File: src/rtl/bg_vram_arbiter.sv
// rtl/bg_vram_arbiter.sv - BG VRAM time-slot arbiter (video fetch + CPU req/ack); optional macro BG_VRAM_ARB_VBLANK_EN
module bg_vram_arbiter #(
  parameter int AW          = 10,
  parameter int DW          = 16,
  parameter int VSLOT       = 0,
  parameter int VBLANK_LINE = 224
) (
  input  logic          VCLK,
  input  logic          reset,
  input  logic [8:0]    HPOS,
  input  logic [8:0]    VPOS,
  input  logic          cpu_req,
  input  logic          cpu_we,
  input  logic [1:0]    cpu_be,
  input  logic [AW-1:0] cpu_addr,
  input  logic [DW-1:0] cpu_wdata,
  output logic          cpu_ack,
  output logic [DW-1:0] cpu_rdata,
  output logic [AW-1:0] ram_addr,
  output logic [1:0]    ram_we,
  output logic [DW-1:0] ram_wdata,
  input  logic [DW-1:0] ram_rdata,
  output logic [DW-1:0] bg_tile,
  output logic          busy
);

  typedef enum logic [2:0] {
    ST_IDLE,
    ST_ISSUE,
    ST_READ,
    ST_ACK,
    ST_RELEASE
  } state_t;

  state_t        r_state;
  state_t        w_state_next;
  logic [1:0]    w_ram_we;
  logic          w_cpu_ack;
  logic          w_vblank;
  logic          w_vid_slot;
  logic [4:0]    w_vid_col;
  logic [AW-1:0] w_vid_addr;
  logic          r_vid_pend;
  logic [DW-1:0] r_tile_next;
  logic [DW-1:0] r_bg_tile;
  logic [DW-1:0] r_cpu_rdata;
  logic          w_unused;

`ifdef BG_VRAM_ARB_VBLANK_EN
  // Video fetches stop during vertical blank, handing every cycle to the CPU.
  assign w_vblank = (VPOS >= 9'(VBLANK_LINE));
`else
  assign w_vblank = 1'b0;
`endif

  assign w_unused   = &{1'b0, HPOS[8], VPOS[8], VPOS[2:0]};
  assign w_vid_slot = (HPOS[2:0] == 3'(VSLOT)) && !w_vblank;

  // Fetch the tile one column ahead so it is ready at the next tile boundary.
  assign w_vid_col  = HPOS[7:3] + 5'd1;
  assign w_vid_addr = AW'({w_vid_col, VPOS[7:3]});

  assign ram_addr  = w_vid_slot ? w_vid_addr : cpu_addr;
  assign ram_wdata = cpu_wdata;
  assign ram_we    = w_ram_we;
  assign cpu_ack   = w_cpu_ack;
  assign cpu_rdata = r_cpu_rdata;
  assign bg_tile   = r_bg_tile;
  assign busy      = (r_state != ST_IDLE);

  // CPU handshake state register.
  always_ff @(posedge VCLK) begin
    if (reset) r_state <= ST_IDLE;
    else       r_state <= w_state_next;
  end

  // CPU next-state and port strobes; the video slot always wins the port.
  always_comb begin
    w_state_next = r_state;
    w_ram_we     = 2'b00;
    w_cpu_ack    = 1'b0;
    case (r_state)
      ST_IDLE: begin
        if (cpu_req) w_state_next = ST_ISSUE;
      end
      ST_ISSUE: begin
        if (!w_vid_slot) begin
          if (cpu_we) begin
            w_ram_we     = cpu_be;
            w_state_next = ST_ACK;
          end else begin
            w_state_next = ST_READ;
          end
        end
      end
      ST_READ: begin
        w_state_next = ST_ACK;
      end
      ST_ACK: begin
        w_cpu_ack    = 1'b1;
        w_state_next = ST_RELEASE;
      end
      ST_RELEASE: begin
        if (!cpu_req) w_state_next = ST_IDLE;
      end
      default: begin
        w_state_next = ST_IDLE;
      end
    endcase
    // An operation caught by reset must neither strobe the RAM nor complete.
    if (reset) begin
      w_ram_we  = 2'b00;
      w_cpu_ack = 1'b0;
    end
  end

  // Capture CPU read data the cycle after the read address was issued.
  always_ff @(posedge VCLK) begin
    if (reset)                  r_cpu_rdata <= '0;
    else if (r_state == ST_READ) r_cpu_rdata <= ram_rdata;
  end

  // Video pipeline: slot -> tile_next one cycle later -> bg_tile at tile boundary.
  always_ff @(posedge VCLK) begin
    if (reset) begin
      r_vid_pend  <= 1'b0;
      r_tile_next <= '0;
      r_bg_tile   <= '0;
    end else begin
      r_vid_pend <= w_vid_slot;
      if (r_vid_pend) r_tile_next <= ram_rdata;
      if ((HPOS[2:0] == 3'd7) && !w_vblank) r_bg_tile <= r_tile_next;
    end
  end

endmodule

File: config.mk
export PLATFORM = sky130hd
export DESIGN_NAME = bg_vram_arbiter
export DESIGN_NICKNAME = d
export VERILOG_FILES = /design/src/rtl/bg_vram_arbiter.sv
export SDC_FILE = /design/constraint.sdc
export NUM_CORES = 1
export LEC_CHECK = 0
export BUFFER_PORTS_ARGS = -buffer_cell sky130_fd_sc_hd__buf_2
export CAP_MARGIN = 20
export CELL_PAD_IN_SITES_DETAIL_PLACEMENT = 0
export CELL_PAD_IN_SITES_GLOBAL_PLACEMENT = 2
export CORE_MARGIN = 2
export CORE_UTILIZATION = 21
export CTS_BUF_LIST = sky130_fd_sc_hd__clkbuf_2
export CTS_CLUSTER_SIZE = 16
export DETAILED_ROUTE_END_ITERATION = 6
export GPL_ROUTABILITY_DRIVEN = 0
export PLACE_DENSITY = 0.75
export SLEW_MARGIN = 10
export SYNTH_ARGS = -nofsm -noshare
export SYNTH_HDL_FRONTEND = slang
export SYNTH_SLANG_ARGS = --single-unit
File: constraint.sdc
create_clock -name VCLK -period 1.15 [get_ports VCLK]
set_input_delay 0.115 -clock VCLK [delete_from_list [all_inputs] [get_ports VCLK]]
set_output_delay 0.115 -clock VCLK [all_outputs]
set_load 0.02 [all_outputs]
==> implementation parameters, run 1 <==
Parameter                              Value

Status
  Run status ... complete, but fails checks
  Failing checks ... negative setup slack

Route
  Post-DRT Antenna Nets ... 0
  Via count ... 2182
  Detailed-router iteration count before antenna repair ... 4
  Via-per-instance ratio ... 4.22
  DR iter-0 viols ... 41
  Total wirelength of the detailed-routed design ... 6.69 mm
  Wirelength per Cell ... 12.9 um
  DRC violations left ... 0

Layout
  Post-layout nets ... 447
  Non-Filler Instances ... 517
  Relative area change from synthesis to final layout ... 69.2%
  Number of fill cells ... 1079
  Fraction of final layout cells sized beyond drive strength 1 ... 0.570
  Total inserted antenna cells ... 0

Critical path
  Worst setup path category ... reg -> out
  Most common cell type on the critical path ... buf_6
  Buffers plus inverters on the worst setup path ... 2
  Slowest cell delay on critical path ... 0.40 ns
  Critical Path Source Type ... register
  Crit end category ... primary output
  Arrival time of the worst setup path ... 1.50 ns
  Slowest cell on the critical path ... dfxtp_2
  Cell family with most CP delay ... simple AND/OR/NAND/NOR gates
  Worst Path Max Fanout ... 3
  Required time at the endpoint of the critical path ... roughly 1.0 ns
  Cells along the critical path ... buf_6, nor2b_1, and4_1, and2_1, buf_6

Hold path
  Path type of the worst min-delay path ... in -> reg

STA
  Setup repair after global routing missed its margin ... yes
  Fin Clk Skew ... 0.0356 ns
  Slew at the pin closest to its max-slew limit ... 0.638 ns
  Min setup slack post-route ... -0.468 ns
  Max Slew Vio Count ... 0
  Final clock period utilization by the worst path ... 1.41
  Sum Neg Setup Slack ... -5.58 ns
  Period minus WS final ... 1.62 ns
  Final hold slack ... between 0.05 and 0.06 ns
  Upper clock frequency limit ... 618 MHz
  Max-Slew Margin vs Limit ... 0.575
  Final-report setup violation count ... 30
  Count of endpoints failing hold in the final timing report ... 0

Synthesis
  Yosys warns ... 0
  Leading area contributor after synthesis ... dfxtp_1
  Cells taking the most area after synthesis ... dfxtp_1 47%, nand2_1 14%, a21oi_1 7.7%, mux2i_1 7.2%, buf_4 6.1%
  Syn Area/Cell ... around 8.2 um2
  Sequential area share after synthesis ... 0.470
  Number of nets in the synthesized netlist ... approximately 340
  Distinct cell type count after synthesis ... 28
  Flip-flop and latch count after synthesis ... 52
  Fraction of synthesized cell area taken by the top area cell type ... 0.470
  Gate count of the mapped netlist ... 271
  Netlist Area Pre-Place ... around 2200 um2

CTS
  Number of buffers created by CTS ... 5
  H-Tree Level Count ... 2
  CTS tree ... yes
  Clock insertion delay at the later pin of the skew report ... 0.46 ns
  CTS sink count ... 52
  CTS Root Cell ... clkbuf_2
  Clk pin slew, worst setup/hold paths ... 0.27 ns
  Hold buffer count at CTS ... 18
  Maximum root-to-sink buffer count ... 2

GRT
  Number of global-route vias before repair ... around 2000
  First-pass GRT wire length ... 9.57 mm
  Aggregate global routing overflow ... 0
  Met1 demand-to-capacity share in global routing ... 0.129
  Global Route met3 Usage ... 0.0322
  GR peak layer ... met2
  Global-route total usage across every layer ... 0.104
  Met2 GRT Util ... 0.174
  Maximum number of pins on one net before global-route repair ... 52
  Initial antenna violation count ... 0

Placed design
  HPWL after DPL ... between 4 and 5 mm
  Total instance count after detailed placement ... 478
  Buffers on Ports ... 90

Die
  Number of top-level pins ... approximately 130
  Number of rows created at floorplan ... 37
  Die width ... 107 um
  Area of the core ... about 10000 um2
  Overall die area ... 11400 um2
  Height of the die ... 107 um
  Initial standard-cell utilization of the core ... 0.216

Pwr
  Total power divided by cell area ... approximately 970 nW/um2
  Reported leakage power ... 1.57 nW
  Worst VDD drop ... just over 0.4 mV
  Total chip power ... 3.65 mW

Run
  Max-cap violations ... 0
==> routing by layer <==
| layer | vias to the layer above | wire length, um |
|---|---|---|
| li1 | 1078 | - |
| met1 | 1008 | 2860 |
| met2 | 85 | 3230 |
| met3 | 11 | 536 |
| met4 | 0 | 53 |
| met5 | - | 0 |
==> cells in the final DEF, fill, tap and decap left out, drive strengths merged <==
| master | count |
|---|---|
| nor2b | 2 |
| a21boi | 1 |
| or3 | 2 |
| o21ai | 5 |
| xnor2 | 1 |
| xor2 | 2 |
| ha | 1 |
| nor3b | 1 |
| a21oi | 34 |
| and2b | 1 |
| dlygate4sd3 | 18 |
| and4 | 1 |
| buf | 116 |
| or3b | 1 |
| and2 | 2 |
| nor3 | 2 |
| nand3b | 1 |
| inv | 2 |
| o21bai | 1 |
| nand2 | 86 |
| clkinv | 1 |
| dfxtp | 52 |
| nor2 | 19 |
| mux2i | 16 |
| nand3 | 4 |
| and3 | 2 |
| clkbuf | 7 |
==> through the flow <==
step	setup slack [ns]	area [um2]	util
final	-0.468	3750	0.365
after global routing	-0.594	3750	0.365
after CTS	-0.468	3120	0.303
after detailed placement	-0.145	2750	0.268
after global placement	-0.136	2750	0.268
after floorplan	-0.113	2220	-
==> Yosys cell counts <==
cell / number
nand2_1: 85
dfxtp_1: 52
a21oi_1: 34
nor2_1: 19
buf_4: 18
mux2i_1: 16
clkbuf_1: 7
buf_6: 5
o21ai_0: 5
nand3_1: 4
buf_2: 3
and2_1: 2
and3_1: 2
nor2b_1: 2
nor3_1: 2
or3_1: 2
xor2_1: 2
a21boi_0: 1
and2b_1: 1
and4_1: 1
clkbuf_2: 1
ha_1: 1
nand2_2: 1
nand3b_1: 1
nor3b_4: 1
o21bai_1: 1
or3b_1: 1
xnor2_1: 1
==> worst paths after layout <==
kind | from | endpoint | slack, ns | depth (start not counted)
max reg2reg | r_state[1] | cpu_rdata[8] | -0.26 | 8
min reg2reg | r_tile_next[10] | bg_tile[10] | 0.46 | 2
min | reset | r_state[0] | 0.05 | 4
max | r_state[1] | ram_we[0] | -0.47 | 5
==> timing repair <==
action / 4_1_cts / 5_1_grt
endpoints found under the setup margin: 44 / 62
gates resized for setup: 49 / 162
pin swaps: 8 / 42
hold endpoints to repair: 34 / 1
gates cloned: 0 / 2
setup buffers: 1 / 10
==> cell families after synthesis <==
family                     after synthesis  synth area share
muxes                                   16            0.0723
xor gates and xnor gates                 3            0.0119
AOI/OAI and AO/OA                       41            0.0949
DFF                                     52             0.470
and+or+nand+nor                        124             0.238
adders and majority gates                1           0.00565
buffers and inverters                   34             0.107
==> area by class of cell <==
class,instances,area [um2],area share
Clock inverter,3,26.3,0.00701
Clock buffer,5,25.0,0.00668
Multi-Input combinational cell,185,1200,0.321
Sequential cell,52,1090,0.290
Timing Repair Buffer,136,1240,0.330
Tap cell,136,170,0.0454
==> worst reg2reg max path, cell delays in order (launching register included) <==
cell and delay, ns:
dfxtp_2 0.42, buf_6 0.11, buf_6 0.09, buf_6 0.09
nor3b_4 0.17, buf_6 0.14, clkbuf_16 0.18, nand2_1 0.06
a21oi_1 0.10
==> registers in the layout, indices dropped and copies added, names as in the netlist <==
register and flops:
cpu_rdata 16, r_vid_pend 1, bg_tile 16, r_tile_next 16, r_state 3
==> report_power, final <==
| group | internal (mW) | switching (mW) |
|---|---|---|
| Clock | 0.173 | 0.630 |
| Combinational | 0.479 | 0.458 |
| Sequential | 1.87 | 0.0378 |
Note: power is estimated with default switching activity, not from simulation.
==> run 2: changes to the inputs <==
==> constraint.sdc (replaced) <==
create_clock -name VCLK -period 1.15 [get_ports VCLK]
set_input_delay 0.115 -clock VCLK [delete_from_list [all_inputs] [get_ports VCLK]]
set_output_delay 0.115 -clock VCLK [all_outputs]
set_load 0.005 [all_outputs]
==> implementation parameters, run 2 (synthesized netlist as in run 1, its figures left out) <==
Parameter                              Value

Route
  DRC violations left ... 0 (unchanged)
  DR iter-0 viols ... 69 (+68%)
  Wirelength per Cell ... 11.4 um (-12%)
  Via-per-instance ratio ... 4.01 (-5.0%)
  Post-DRT Antenna Nets ... 0 (unchanged)
  Total wirelength of the detailed-routed design ... 5.78 mm (-14%)
  Detailed-router iteration count before antenna repair ... 4 (unchanged)
  Via count ... 2029 (-7.0%)

STA
  Sum Neg Setup Slack ... -3.29 ns (+2.29 ns)
  Final clock period utilization by the worst path ... 1.33 (-0.0770)
  Final-report setup violation count ... 30 (unchanged)
  Final hold slack ... 0.0828 ns (+0.0324 ns)
  Fin Clk Skew ... 0.0260 ns (-0.00967 ns)
  Setup repair after global routing missed its margin ... yes
  Max Slew Vio Count ... 0 (unchanged)
  Min setup slack post-route ... -0.379 ns (+0.0885 ns)
  Slew at the pin closest to its max-slew limit ... 0.562 ns (-0.0760 ns)
  Upper clock frequency limit ... 654 MHz (+5.8%)
  Count of endpoints failing hold in the final timing report ... 0 (unchanged)
  Period minus WS final ... 1.53 ns (-0.0885 ns)
  Max-Slew Margin vs Limit ... 0.625 (+0.0507)

Critical path
  Slowest cell on the critical path ... dfxtp_2
  Number of stages on the worst setup path ... 3 (-2)
  Cells along the critical path ... buf_6, or3_1, buf_2
  Worst Path Max Fanout ... 5 (+2)
  Buffers plus inverters on the worst setup path ... 2 (unchanged)
  Worst setup path category ... reg -> out
  Crit end category ... primary output
  Reg-to-reg slack, setup ... -0.11 ns (+0.15 ns)
  Depth of the most critical reg-to-reg path ... 6 (-2)
  Critical Path Source Type ... register
  Arrival time of the worst setup path ... 1.41 ns (-0.09 ns)
  Startpoint of the worst register-to-register path ... r_state[2]
  Slowest cell delay on critical path ... 0.38 ns (-0.02 ns)
  Cell family with most CP delay ... flip-flops
  Endpoint of the worst-slack reg-to-reg timing path ... cpu_rdata[0]
  Required time at the endpoint of the critical path ... 1.03 ns (about the same)

Layout
  Total inserted antenna cells ... 0 (unchanged)
  Fraction of final layout cells sized beyond drive strength 1 ... 0.341 (-0.229)
  Summed area of non-filler cells in the final layout ... 3060 um2 (-18%)
  Post-layout nets ... 438 (-2.0%)
  Multi-input gate area in the final layout ... 966 um2 (-20%)
  Number of fill cells ... 1169 (+8.3%)
  Non-Filler Instances ... 506 (-2.1%)
  Register Area ... 1040 um2 (-3.8%)
  Commonest non-fill, non-tap cell in the layout ... buf_2
  Relative area change from synthesis to final layout ... 38.3%
  Highest-count cells in the layout ignoring fill and taps ... 89 x buf_2, 85 x nand2_1, 49 x dfxtp_1

CTS
  CTS sink count ... 52 (unchanged)
  Maximum root-to-sink buffer count ... 2 (unchanged)
  H-Tree Level Count ... 2 (unchanged)
  Number of buffers created by CTS ... 5 (unchanged)
  Clk pin slew, worst setup/hold paths ... 0.25 ns (-0.02 ns)
  CTS tree ... yes
  CTS Root Cell ... clkbuf_2
  Clock insertion delay at the later pin of the skew report ... 0.42 ns (-0.04 ns)

Pwr
  Power share of the sequential group ... 0.567 (+0.044)
  Switch share ... 0.250 (-0.0587)
  Reported leakage power ... 1.33 nW (-15%)
  Worst VDD drop ... 0.418 mV (+2.7%)
  Total power divided by cell area ... 1090 nW/um2 (+12%)
  Part of the total power dissipated in combinational logic ... 0.168 (-0.089)
  Net switching power of the design ... 0.834 mW (-26%)
  Clock power share ... 0.265 (+0.045)
  Power Internal ... 2.50 mW (-0.74%)

Status
  Failing checks ... negative setup slack
  Run status ... complete, but fails checks

GRT
  Met2 GRT Util ... 0.171 (-0.00318)
  Met1 demand-to-capacity share in global routing ... 0.128 (-0.00118)
  GR peak layer ... met2
  Number of global-route vias before repair ... 1988 (-1.1%)
  First-pass GRT wire length ... 9.38 mm (-2.0%)
  Initial antenna violation count ... 0 (unchanged)
  Global-route total usage across every layer ... 0.102 (-0.00140)
  Aggregate global routing overflow ... 0 (unchanged)
  Maximum number of pins on one net before global-route repair ... 52 (unchanged)
  Global Route met3 Usage ... 0.0340 (+0.00182)

Placed design
  Total instance count after detailed placement ... 480 (+0.42%)
  Post-Place Cell Area ... 2770 um2 (+0.55%)
  Buffers on Ports ... 90 (unchanged)
  HPWL after DPL ... 4.22 mm (-0.64%)

Die
  Number of top-level pins ... 128 (unchanged)
  Height of the die ... 107 um (unchanged)
  Area of the core ... 10300 um2 (unchanged)
  Number of rows created at floorplan ... 37 (unchanged)
  Overall die area ... 11400 um2 (unchanged)
  Initial standard-cell utilization of the core ... 0.216 (unchanged)
  Die width ... 107 um (unchanged)

Hold path
  Depth of the worst hold-timing path ... 4 (unchanged)
  Worst Hold Endpoint ... r_state[0]
  Path type of the worst min-delay path ... in -> reg
  Hold_sp ... reset

Run
  Max-cap violations ... 0 (unchanged)
## run 2: cell count changes in the layout (fill, tap and decap cells not counted), moves of 3 or more
| cell | change |
|---|---|
| dfxtp_2 | -30 |
| buf_2 | +47 |
| a21oi_1 | +12 |
| dfxtp_1 | +31 |
| nand2_1 | +30 |
| o21ai_2 | -3 |
| a21oi_2 | -12 |
| nand2_2 | -13 |
| buf_6 | -47 |
| buf_4 | -6 |
| nand2_4 | -17 |
## run 2: worst max path at each step
stage	start	end	slack, ns
2_1_floorplan	r_state[0]	cpu_rdata[10]	-0.11
3_3_place_gp	HPOS[2]	ram_addr[9]	-0.07
3_5_place_dp	HPOS[2]	ram_addr[5]	-0.11
4_1_cts	r_state[1]	ram_we[0]	-0.42
5_1_grt	r_state[1]	ram_we[0]	-0.50
6_report	r_state[1]	busy	-0.38
## run 2: worst register-to-register path, cell delays in order (launching register included)
cell     delay, ns
dfxtp_2       0.40
buf_6         0.11
buf_4         0.13
nor3b_4       0.22
buf_12        0.17
nand2_1       0.07
a21oi_2       0.11
## run 2: layout make-up
| type | instances | area share |
|---|---|---|
| clock buffers | 5 | 0.00817 |
| clock inverters | 1 | 0.00980 |
| multi-input cells | 185 | 0.315 |
| flip-flops and latches | 52 | 0.341 |
| well taps | 136 | 0.0555 |
| repair buffers | 127 | 0.270 |
## run 2: timing repair
action	4_1_cts	5_1_grt
setup buffers	2	0
gates resized for setup	9	6
cloned	0	0
pin swaps	4	2
setup endpoints to repair	30	31
endpoints found under the hold margin	34	0
hold buffers	18	0
## run 2: per-stage QoR
| step | util | setup slack (ns) | total power [mW] |
|---|---|---|---|
| global route | 0.298 | -0.495 | 3.53 |
| global placement | 0.269 | -0.0707 | 2.42 |
| finish | 0.298 | -0.379 | 3.34 |
| detailed placement | 0.269 | -0.108 | 2.42 |
| CTS | 0.297 | -0.419 | 3.39 |
| floorplan | - | -0.111 | 2.24 |
## run 2: power by group through the flow
stage               Clock, mW  Combinational, mW  Sequential [mW]
floorplan                   0              0.310             1.93
global placement            0              0.496             1.93
detailed placement          0              0.497             1.93
CTS                     0.929              0.565             1.89
global route            0.998              0.628             1.90
finish                  0.885              0.560             1.89
## run 2: layer usage
layer | part of all wire | wire (um) | vias up
met1 | 0.45 | 2600 | 890
met4 | 0.0043 | 25 | 0
li1 | - | - | 1059
met3 | 0.082 | 474 | 4
met2 | 0.46 | 2670 | 76
met5 | 0 | 0 | -
